### config.mk
export PLATFORM = sky130hd
export DESIGN_NAME = bus_drive_arbiter
export DESIGN_NICKNAME = d
export VERILOG_FILES = /design/src/rtl/bus_arb_pkg.sv /design/src/rtl/bus_drive_arbiter_rr_pick.sv /design/src/rtl/bus_drive_arbiter.sv
export SDC_FILE = /design/constraint.sdc
export NUM_CORES = 1
export LEC_CHECK = 0
export CAP_MARGIN = 20
export CORE_MARGIN = 2
export CORE_UTILIZATION = 35
export CTS_BUF_LIST = sky130_fd_sc_hd__clkbuf_8 sky130_fd_sc_hd__clkbuf_16
export DETAILED_ROUTE_END_ITERATION = 8
export GPL_TIMING_DRIVEN = 0
export PLACE_DENSITY = 0.61
export SETUP_SLACK_MARGIN = 0.5
export SLEW_MARGIN = 10
export SYNTH_ARGS = -nofsm -noshare
export SYNTH_HDL_FRONTEND = slang
export SYNTH_SLANG_ARGS = --single-unit
### constraint.sdc
create_clock -name clk -period 1.9 [get_ports clk]
set_clock_uncertainty 0.2 [all_clocks]
set_input_delay 0.38 -clock clk [delete_from_list [all_inputs] [get_ports clk]]
set_output_delay 0.38 -clock clk [all_outputs]
set_load 0.1 [all_outputs]
### src/rtl/bus_arb_pkg.sv
// Shared definitions for the bus drive arbiter: FSM state type and default sizing.
package bus_arb_pkg;

    // IDLE: bus free; GRANT: one driver enabled; TURN: one all-off cycle between owners
    typedef enum logic [1:0] {
        IDLE  = 2'd0,
        GRANT = 2'd1,
        TURN  = 2'd2
    } arb_state_t;

    localparam int DEF_N_MASTERS = 4;
    localparam int DEF_MAX_HOLD  = 16;

endpackage : bus_arb_pkg

### src/rtl/bus_drive_arbiter_rr_pick.sv
// Combinational circular priority picker: returns the first set req bit at or
// after ptr, wrapping modulo N_MASTERS. valid is low when no bit is set.
module rr_pick
    import bus_arb_pkg::*;
#(
    parameter  int N_MASTERS = DEF_N_MASTERS,
    localparam int IDX_W     = $clog2(N_MASTERS)
) (
    input  logic [N_MASTERS-1:0] req,
    input  logic [IDX_W-1:0]     ptr,
    output logic [IDX_W-1:0]     winner,
    output logic                 valid
);

    // Scan candidates in priority order starting from ptr; the first hit wins
    always_comb begin : p_pick
        logic [IDX_W-1:0] cand;
        // NOTE: every always_comb output gets a default first so no path leaves it unassigned (no latch).
        winner = '0;
        valid  = 1'b0;
        cand   = '0;
        for (int i = 0; i < N_MASTERS; i++) begin
            cand = IDX_W'((int'(ptr) + i) % N_MASTERS);
            if (!valid && req[cand]) begin
                valid  = 1'b1;
                winner = cand;
            end
        end
    end

endmodule : rr_pick

### src/rtl/bus_drive_arbiter.sv
// Round-robin arbiter driving the enable pins of tristate buffers on a shared bus.
// Grants are registered and one-hot; every ownership change (including the same
// master returning) passes through a single all-off TURN cycle.
// Optional feature macro: ARB_TIMEOUT_EN -- when defined, an owner that has held
// the bus for MAX_HOLD cycles is forced off if any other master is requesting.
module bus_drive_arbiter
    import bus_arb_pkg::*;
#(
    parameter  int N_MASTERS = DEF_N_MASTERS,
    parameter  int MAX_HOLD  = DEF_MAX_HOLD,
    localparam int IDX_W     = $clog2(N_MASTERS)
) (
    input  logic                 clk,
    input  logic                 rst,
    input  logic [N_MASTERS-1:0] req,
    output logic [N_MASTERS-1:0] grant,
    output logic [IDX_W-1:0]     owner,
    output logic                 bus_busy
);

    localparam logic [N_MASTERS-1:0] ONE_HOT_LSB = N_MASTERS'(1);
    localparam logic [IDX_W-1:0]     LAST_IDX    = IDX_W'(N_MASTERS - 1);

    // Reject sizes the picker and counter are not meant for at elaboration time
    if (N_MASTERS < 2 || N_MASTERS > 8 || MAX_HOLD < 1) begin : g_param_check
        $error("bus_drive_arbiter: N_MASTERS must be 2..8 and MAX_HOLD >= 1");
    end

    arb_state_t       state;
    logic [IDX_W-1:0] rr_ptr;
    logic [IDX_W-1:0] pick_idx;
    logic             pick_valid;
    logic [IDX_W-1:0] next_ptr;
    logic             hold_expired;
    logic             release_bus;

    rr_pick #(
        .N_MASTERS (N_MASTERS)
    ) u_pick (
        .req    (req),
        .ptr    (rr_ptr),
        .winner (pick_idx),
        .valid  (pick_valid)
    );

`ifdef ARB_TIMEOUT_EN
    localparam int                HOLD_W   = $clog2(MAX_HOLD + 1);
    localparam logic [HOLD_W-1:0] HOLD_MAX = HOLD_W'(MAX_HOLD);

    logic [HOLD_W-1:0] hold_cnt;

    // A saturated owner only yields when someone else is actually waiting
    assign hold_expired = (hold_cnt == HOLD_MAX) && ((req & ~grant) != '0);

    // Count consecutive GRANT cycles of the current owner, saturating at MAX_HOLD
    always_ff @(posedge clk or posedge rst) begin
        if (rst) begin
            hold_cnt <= '0;
        end else if (state != GRANT && pick_valid) begin
            hold_cnt <= HOLD_W'(1);
        end else if (state == GRANT && !release_bus && hold_cnt != HOLD_MAX) begin
            hold_cnt <= hold_cnt + 1'b1;
        end
    end
`else
    // Without the timeout the owner keeps the bus for as long as it requests
    assign hold_expired = 1'b0;
`endif

    // Release on dropped request (or forced timeout); a release always wins
    // over new requests arriving on the same edge, which are served from TURN.
    assign release_bus = (state == GRANT) && (!req[owner] || hold_expired);
    assign next_ptr    = (owner == LAST_IDX) ? '0 : owner + 1'b1;

    // Arbitration FSM with registered grant, owner, busy flag and rotation pointer
    always_ff @(posedge clk or posedge rst) begin
        if (rst) begin
            state    <= IDLE;
            grant    <= '0;
            owner    <= '0;
            bus_busy <= 1'b0;
            rr_ptr   <= '0;
        end else begin
            // NOTE: sequential state uses non-blocking assignment so every register sees pre-edge values.
            case (state)
                IDLE, TURN: begin
                    if (pick_valid) begin
                        state    <= GRANT;
                        grant    <= ONE_HOT_LSB << pick_idx;
                        owner    <= pick_idx;
                        bus_busy <= 1'b1;
                    end else begin
                        state    <= IDLE;
                        grant    <= '0;
                        bus_busy <= 1'b0;
                    end
                end
                GRANT: begin
                    if (release_bus) begin
                        state  <= TURN;
                        grant  <= '0;
                        rr_ptr <= next_ptr;
                    end
                end
                default: begin
                    state    <= IDLE;
                    grant    <= '0;
                    bus_busy <= 1'b0;
                end
            endcase
        end
    end

endmodule : bus_drive_arbiter

==> reports/metrics.cfg <==
[status]
status=complete, no violations

[critical_path]
worstSetupPathType=reg -> reg
worstPathCellList=mux4_2, nor3b_4, mux2_4
cpMaxStageDelayCell=mux4_2
slowest_delay_ns=0.55
cp_max_fo=4
start_kind=flop
crit_required_ns=1.82
arrival_ns=1.75
critPathCaptureType=flop

[routing]
finalWirelength_mm=1.209
post-route-drc-count=0
ant_nets=0
vias=439
wl_per_cell_um=14.22
viasPerCell=5.165
firstDrtPassIters=4
first_iter_violations=5

[timing]
finalSetupViolCount=0
tns_ns=0
setup_ws_ns=0.07181
rsz0062_at_grt=yes
drv_slew=0
hold_viol_final=0
min_period_ns=1.828
fmax_ghz=0.5470
worst_pin_slew_ns=0.4182
slew_headroom=0.7209
period_share=0.9622

[place]
hpwlAfterDp_um=769.8
preCtsSetupSlack_ns=-0.4383
place_congestion=0.7017
port_buffers=12

[flow_run]
maxCapViolCount=0

[logic_synthesis]
async_flop_share=1.000
synth_top_area_share=0.5057
syn_avg_cell_area_sq_um=11.34
synth-edff-count=0
synthFlopType=dfrtp_1
yosysWarnings=0
seq_area_frac_synth=0.5057
yosys-top-cells-area=dfrtp_1 (51%), mux4_2 (4.1%), a32o_1 (3.7%)
synth_common_cells=dfrtp_1 (11), inv_1 (4), nand2_1 (4), nor2_1 (4)
ys_ff_latch=11
synth_fp_nets=55
syn_area_sq_um=544.3
synth_cells=48
synth_largest_area_cell=dfrtp_1
ys_types=23
post-synth-top-count-cell=dfrtp_1

[cells_and_area]
layout.nets=77
syn2layout_area_growth_pct=59.54
n_fill_cell=125
drive_above_1_share=0.5072
diodes=0

[global_routing]
grt_usage=0.1313
grt_max_degree=12
antenna_found_initial=0
gr-total-overflow=0
grt_pass1_wl_mm=1.821
grt_pass1_vias=430

[cts]
clkTransAtPathRegs_ns=0.05
cts_sinks=11
htree_levels=1
clkLatencyLatePin_ns=0.23
cts_root_buf=clkbuf_8
cts_buffer_depth=2
cts_tree=built
holdBufCountCts=0
numCtsBuffers=3

[min_path]
hold_class=in -> async

[floorplan]
die_h_um=43.44
dieArea_sq_mm=0.001887
die_w_um=43.44
pin_count=13
rows=14
coreArea_sq_mm=0.001489
start_util=0.3655

==> cell families after synthesis <==
logic type               synth area share
adder cells (fa/ha/maj)           0.02298
buffers and inverters             0.02758
multiplexers                       0.1080
AO/OA/AOI/OAI                      0.1793
AND/OR/NAND/NOR                    0.1563
flip-flops                         0.5057
==> path summary, 6_finish.rpt <==
kind / start / end / slack, ns / depth (start not counted)
min reg2reg: grant[2] / grant[2] / 0.32 / 2
max in group asynchronous: rst / owner[0] / 0.93 / 2
max reg2reg: owner[0] / rr_ptr[1] / 0.07 / 3
max: owner[0] / rr_ptr[1] / 0.07 / 3
min: rst / grant[0] / 0.24 / 2
min in group clk: grant[2] / grant[2] / 0.32 / 2
==> registers in the layout, indices dropped and copies added (netlist names) <==
| name | flops |
|---|---|
| owner | 2 |
| grant | 4 |
| bus_busy | 1 |
| rr_ptr | 2 |
| state | 2 |
==> layout by cell type, fill, tap and decap left out, drive strengths merged <==
master	count
o21a	1
buf	12
nor2	4
o21ai	3
mux2	2
and3	1
or2	1
a21oi	3
clkdlybuf4s50	1
mux2i	1
o22a	1
o22ai	1
mux4	1
a32o	2
clkbuf	4
inv	5
nand2	4
dfrtp	11
ha	1
dlygate4sd2	3
a31o	1
nand2b	1
nor3	1
o31ai	2
nor4	1
nor3b	1
==> stage by stage <==
step                      utilization  std cells  hold WS (ns)  instance area [sq um]
after global routing           0.5832         85        0.2868                  868.3
final                          0.5832         85        0.2421                  868.3
after global placement         0.4714         76        0.2678                  701.9
after CTS                      0.5227         82        0.2581                  778.2
after detailed placement       0.4714         76        0.2712                  701.9
after floorplan                     -         48       0.03205                  561.8
==> worst max-delay path: cells and delay by family (launching register included) <==
| kind | cells | cell delay [ns] |
|---|---|---|
| DFF | 1 | 0.43 |
| muxes | 2 | 0.86 |
| and+or+nand+nor | 1 | 0.22 |
==> area by class of cell <==
cell class	instances	area, sq um	area share
sequential	11	286.5	0.3300
timing repair buffer	17	226.5	0.2608
clock inverter	1	3.754	0.004323
clock buffer	3	41.29	0.04755
multi-input combinational	33	275.3	0.3170
inverter	4	15.01	0.01729
tap	16	20.02	0.02305
==> what timing repair did <==
item,4_1_cts,5_1_grt
endpoints found under the setup margin,18,18
gates resized for setup,54,23
pin swaps,4,1
buffers inserted,2,3
==> metal layers <==
layer	up-vias	global-route usage	share of wire
met1	210	0.1867	0.46
met3	2	0.04583	0.052
li1	217	-	-
met5	-	0	0
met2	10	0.1821	0.48
met4	0	0.05455	0.0091
Power is left out: the tool's default activity adds up to more than one toggle a clock period on the data nets, which glitch-free logic cannot reach.
